$ cat config.mk
export PLATFORM = sky130hd
export DESIGN_NAME = add_window_acc
export DESIGN_NICKNAME = d
export VERILOG_FILES = /design/src/rtl/add_window_acc.sv
export SDC_FILE = /design/constraint.sdc
export NUM_CORES = 1
export LEC_CHECK = 0
export ABC_AREA = 1
export ABC_CLOCK_PERIOD_IN_PS = 2700
export CAP_MARGIN = 20
export CORE_UTILIZATION = 53
export CTS_BUF_LIST = sky130_fd_sc_hd__clkbuf_8
export DETAILED_ROUTE_END_ITERATION = 16
export PLACE_DENSITY = 0.92
export SYNTH_ARGS = -nofsm -noshare
export SYNTH_HDL_FRONTEND = slang
export SYNTH_SLANG_ARGS = --single-unit
$ cat constraint.sdc
create_clock -name clk -period 2.7 [get_ports clk]
set_clock_uncertainty 0.1 [all_clocks]
set_input_delay 0.675 -clock clk [delete_from_list [all_inputs] [get_ports clk]]
set_output_delay 0.675 -clock clk [all_outputs]
set_load 0.01 [all_outputs]
$ cat src/rtl/add_window_acc.sv
// Windowed accumulator for a 17-bit signed adder stream: sums 2^WIN_LOG2 samples exactly and
// holds the window sum and floored mean until the result is taken. Optional mean saturation: ADD_WINDOW_ACC_SAT_EN.
module add_window_acc #(
  parameter int WIN_LOG2 = 3
) (
  input  logic                       clk,
  input  logic                       rst_n,
  input  logic                       clear,
  input  logic                       in_valid,
  output logic                       in_ready,
  input  logic signed [16:0]         in_sum,
  output logic                       out_valid,
  input  logic                       out_ready,
  output logic signed [16+WIN_LOG2:0] out_acc,
  output logic signed [15:0]         out_mean,
  output logic                       out_sat
);

  localparam int ACC_W = 17 + WIN_LOG2;
  localparam int CNT_W = WIN_LOG2 + 1;
  localparam logic [CNT_W-1:0] LAST_CNT = CNT_W'((1 << WIN_LOG2) - 1);

  typedef enum logic [1:0] {IDLE, ACC, HOLD} state_e;

  state_e                    state_q, state_d;
  logic [CNT_W-1:0]          count_q, count_d;
  logic signed [ACC_W-1:0]   acc_q, acc_d;
  logic signed [ACC_W-1:0]   out_acc_q, out_acc_d;
  logic signed [15:0]        out_mean_q, out_mean_d;
  logic                      out_sat_q, out_sat_d;

  logic                      accept;
  logic signed [ACC_W-1:0]   sum_ext;
  logic signed [ACC_W-1:0]   acc_next;
  logic signed [15:0]        mean_fit;
  logic                      sat_fit;

  assign in_ready  = (state_q != HOLD);
  // clear drops a concurrent sample even though in_ready stays high
  assign accept    = in_valid & in_ready & ~clear;
  assign sum_ext   = {{WIN_LOG2{in_sum[16]}}, in_sum};
  assign acc_next  = (state_q == IDLE) ? sum_ext : acc_q + sum_ext;

`ifdef ADD_WINDOW_ACC_SAT_EN
  logic signed [16:0] mean17;
  // Slicing above the low WIN_LOG2 bits is the floor (arithmetic) shift.
  assign mean17   = acc_next[WIN_LOG2 +: 17];
  assign sat_fit  = mean17[16] ^ mean17[15];
  assign mean_fit = sat_fit ? (mean17[16] ? 16'sh8000 : 16'sh7FFF) : mean17[15:0];
`else
  assign mean_fit = acc_next[WIN_LOG2 +: 16];
  assign sat_fit  = 1'b0;
`endif

  // NOTE: every output of this block gets a default first, so no path leaves a latch.
  always_comb begin
    state_d    = state_q;
    count_d    = count_q;
    acc_d      = acc_q;
    out_acc_d  = out_acc_q;
    out_mean_d = out_mean_q;
    out_sat_d  = out_sat_q;
    if (clear) begin
      state_d = IDLE;
      count_d = '0;
      acc_d   = '0;
    end else begin
      unique case (state_q)
        IDLE: if (accept) begin
          acc_d   = acc_next;
          count_d = CNT_W'(1);
          state_d = ACC;
        end
        ACC: if (accept) begin
          acc_d   = acc_next;
          count_d = count_q + CNT_W'(1);
          if (count_q == LAST_CNT) begin
            state_d    = HOLD;
            out_acc_d  = acc_next;
            out_mean_d = mean_fit;
            out_sat_d  = sat_fit;
          end
        end
        HOLD: if (out_ready) begin
          state_d = IDLE;
          count_d = '0;
        end
        default: state_d = IDLE;
      endcase
    end
  end

  // NOTE: sequential state uses non-blocking assignments so every register samples pre-edge values.
  always_ff @(posedge clk or negedge rst_n) begin
    if (!rst_n) begin
      state_q    <= IDLE;
      count_q    <= '0;
      acc_q      <= '0;
      out_acc_q  <= '0;
      out_mean_q <= '0;
      out_sat_q  <= 1'b0;
    end else begin
      state_q    <= state_d;
      count_q    <= count_d;
      acc_q      <= acc_d;
      out_acc_q  <= out_acc_d;
      out_mean_q <= out_mean_d;
      out_sat_q  <= out_sat_d;
    end
  end

  assign out_valid = (state_q == HOLD);
  assign out_acc   = out_acc_q;
  assign out_mean  = out_mean_q;
  assign out_sat   = out_sat_q;

endmodule
; Yosys cells after proc, flatten, opt, wreduce, memory -nomap -nowiden
; Cells that the tools add are included.
[word_totals]
reg_bits = 62
input_bits = 22
output_inout_bits = 39
wordCells = 42
[op_classes]
n_addsub = 2
n_eq_ne = 8
muxes = 15
bitwise = 3
n_reduce_logical = 9
[ops]
columns = cell, n
row1 = 2-to-1 mux 20 bit, 4
row2 = adder 20 x 17 -> 20 bit, 1
row3 = 2-to-1 mux 4 bit, 4
row4 = one-hot mux 4 bit (3 select lines), 1
row5 = AND reduction 4 bit, 3
row6 = 2-to-1 mux 2 bit, 5
row7 = inequality test 3 bit (second input constant), 3
row8 = one-hot mux 2 bit (3 select lines), 1
row9 = adder 4 x 1 -> 4 bit (second input constant), 1
row10 = == test 4 x 3 -> 1 bit (second input constant), 1
row11 = nonzero test 2 bit, 2
row12 = nonzero test 4 bit, 1
row13 = inequality test 3 x 2 -> 1 bit (second input constant), 1
row14 = bitwise AND 1 bit, 2
row15 = == test 2 x 1 -> 1 bit (second input constant), 1
row16 = == test 2 bit (second input constant), 1
row17 = zero test 2 bit, 1
row18 = inequality test 2 bit (second input constant), 1
row19 = AND reduction 2 bit, 1
row20 = OR reduction 2 bit, 1
row21 = inverter 1 bit, 1

; Longest topological paths before layout
[depth]
depth_word = 6
depth_mapped = 14
depth_no_buf = 14

; Worst setup path before layout
; OpenSTA, ideal clock, no wires.
[synth_timing]
path_type = input-to-reg
from = input port in_sum[0]
to = register acc_q[6]
setup_ns = 0.128
arrival_ns = 1.973
t_required_ns = 2.472
path_slack_ns = 0.499
path_stages = 10
path_buffers = 0
cell_sequence = ha_1 fa_1 nand2_1 nand3_1 nand2_1 o21ai_2 a21oi_1 o21ai_0 o21ai_1 o21ai_0
[synth_via]
elab_chain_cells = 5
[synth_rtl]
columns = element, line_no
row1 = from (decl), 11  ; input logic signed [16:0] in_sum,
row2 = adder 20 x 17 -> 20 bit, 42  ; assign acc_next = (state_q == IDLE) ? sum_ext : acc_q + sum_ext;
row3 = 2-to-1 mux 20 bit, 42
row4 = 2-to-1 mux 20 bit, "69, 74"
row5 = 2-to-1 mux 20 bit, -
row6 = 2-to-1 mux 20 bit, 63  ; if (clear) begin
row7 = to (signal assigned), 98  ; acc_q <= '0;
row8 = to (signal assigned), 105  ; acc_q <= acc_d;
row9 = to (decl), 27  ; logic signed [ACC_W-1:0] acc_q, acc_d;
; No other way between the ends. The select of a mux whose other input is x is not followed.
; A chain may end at the register's enable or synchronous reset.

; Worst setup path in the final report
[layout_timing]
from = register state_q[0]
to = output port in_ready
[layout_via]
elab_chain_cells = 1
[layout_rtl]
columns = element, line_no
row1 = from (decl), 25  ; state_e state_q, state_d;
row2 = from (signal assigned), 103  ; state_q <= state_d;
row3 = inequality test 2 bit, 38  ; assign in_ready = (state_q != HOLD);
row4 = to (decl), 10  ; output logic in_ready,
; No other way between the ends.

==> impl_metrics.toml <==
[run_status]
status = "completed"

[layout]
final_util = 0.6565
antennaDiodeCount = 0
layout_common_cells = "186 x nand2_1, 58 x clkdlybuf4s50_1, 46 x inv_1, 46 x dfrtp_1, 37 x nand3_1"
area_growth_pct = 19.25
nNetsFinal = 594
layout_commonest_cell = "nand2_1"
fillCellCount = 567
drive_gt1_frac = 0.1022

[grt]
grt_pass1_wl_um = 14500
antenna_found_initial = 0
overflow = 0
grt_pass1_vias = 3319
gr-usage-all-layers = 0.2564
grt_max_degree = 47

[logic_synthesis]
synth_area_leaders = "dfrtp_1 33%, nand2_1 20%, ha_1 8.5%, nand3_1 5.3%, inv_1 4.8%"
ys_warn_count = 0
ys_ff_latch = 46
netlist_instances = 497
ys_seq_area_frac = 0.3274
synthFlopType = "dfrtp_1"
synth_fp_nets = 544
synth_area_um2 = 3516
syn_area_per_cell_um2 = 7.074
synth_cell_type_count = 40
netlist.area_leader.share = 0.3274
synth-edff-count = 0
synth_top_area_cell = "dfrtp_1"
ys_async_sr_fraction = 1.000

[routing]
routedWlPerCell_um = 13.58
drc = 0
postRouteAntennaNets = 0
avgViaCountPerCell = 5.333
dr_total_vias = 3333
dr.pass1.iters = 5
dr.first_iter.drc_count = 239
drt-total-wl_um = 8486

[floorplanning]
coreArea_um2 = 6386
die_area_um2 = 6963
start_util = 0.5505
die_h_um = 83.45
fp-row-count = 29
die_x_um = 83.45
io_pins = 61

[worst_setup_path]
path_cells = "inv_1, ha_1, inv_2, clkdlybuf4s50_1"
cp_max_fo = 5
end_kind = "primary output"
required_ns = 1.92
critPathKind = "reg2out"
cp_top_family = "buffers and inverters"
crit_path_start_kind = "register"
slowest_delay_ns = 0.55
crit_arrival_ns = 1.70
slowest_stage = "clkdlybuf4s50_1"
timing.critical_path.buf_inv = 3

[placement]
dp_slack_ns = -0.1045
port_buffers = 59
hpwl_um = 6529
gp_congestion = 0.9280

[sta]
timing.final.crit_share = 0.9163
final-max-slew-violation-count = 0
fin_ws_ns = 0.2260
tightest_slew_ns = 0.7766
fmax_mhz = 404.2
rsz0062_at_grt = "false"
hold_ws_ns = 0.2345
setup_viol = 0
max-slew-margin-rel = 0.4817
hold_viol = 0
layout_min_cycle_time_ns = 2.474

[clocking]
cts_tree = "built"
postCtsSetupRepairBufs = 0
cts_resized = 0
ctsLongestPathBuffers = 2
clk_latency_ns = 0.31
h-tree-depth = 2
clock_sinks = 46
cts.clk_slew.worst_paths_ns = 0.09
cts_hold_buf = 0
cts_buffers = 5
root_buffer = "clkbuf_8"

[power]
p_per_area_nw_per_um2 = 905.7
ir_worst_vdd_v = 0.0004589
total_power_uw = 3798
p_leak_uw = 0.002205

[hold_path]
hold_path.class = "in2async"

[run]
cap_violations = 0
-- per-layer routing --
metal / global-route usage / vias to the layer above / routed length, µm
met3: 0.03479 / 13 / 463
met5: 0 / - / 0
met4: 0.09245 / 0 / 142
met1: 0.3240 / 1553 / 3675
li1: - / 1672 / -
met2: 0.4478 / 95 / 4204
-- sequential cells by signal (all words and copies together) (netlist names) --
register	cells
acc_q	20
state_q	2
count_q	4
out_acc	20
-- where the power goes --
group	total [µW]	internal (µW)	switching (µW)
combinational	2310	843	1460
sequential	968	854	114
clock	524	273	251
total	3800	1970	1830
-- path summary, 6_finish.rpt --
path                       slack, ns          end   startpoint  cells past startpoint
setup / recovery                0.23     in_ready   state_q[0]                      4
hold / removal                  0.23     acc_q[8]        rst_n                      2
setup reg to reg                0.40  out_acc[13]   state_q[1]                      6
hold reg to reg                 0.39  out_acc[19]  out_acc[19]                      2
max in group asynchronous       2.05   out_acc[1]        rst_n                      2
min in group clk                0.39  out_acc[19]  out_acc[19]                      2
-- metrics by stage --
step           std cells  area, µm²  setup TNS [ns]
2_1_floorplan        497       3516               0
3_5_place_dp         617       4080         -0.9038
4_1_cts              625       4190               0
5_1_grt              625       4193               0
3_3_place_gp         617       4080         -0.2414
6_report             625       4193               0
-- final cells by class --
type,count,area (µm²),share of cell area
multi-input cells,373,1961,0.4676
repair buffers,70,680.7,0.1623
inverters,51,193.9,0.04625
clock buffers,5,68.82,0.01641
well taps,77,96.34,0.02298
flip-flops and latches,46,1151,0.2745
clock inverters,3,41.29,0.009848
-- logic make-up after synthesis --
kind of cell,share of synthesized area
compound gates,0.09858
other cells,0.001067
fa+ha+maj,0.09110
simple gates,0.3484
mux,0.002847
buf+inv,0.1157
xor+xnor,0.01495
flops,0.3274
-- worst reg2reg max path, stage by stage (launching register included) --
cell and delay (ns):
dfrtp_1 0.43, inv_1 0.12, ha_1 0.45, inv_1 0.49
or2_2 0.46, nand3_1 0.10, nand2_1 0.06
-- synthesized netlist by cell type (all sizes together), types with 5 or more instances --
cell type,number
or2,5
nor2,31
o21ai,28
a21oi,17
buf,25
nand2,193
ha,24
dfrtp,46
nand3,41
inv,51
Note: power is estimated with default switching activity, not from simulation.
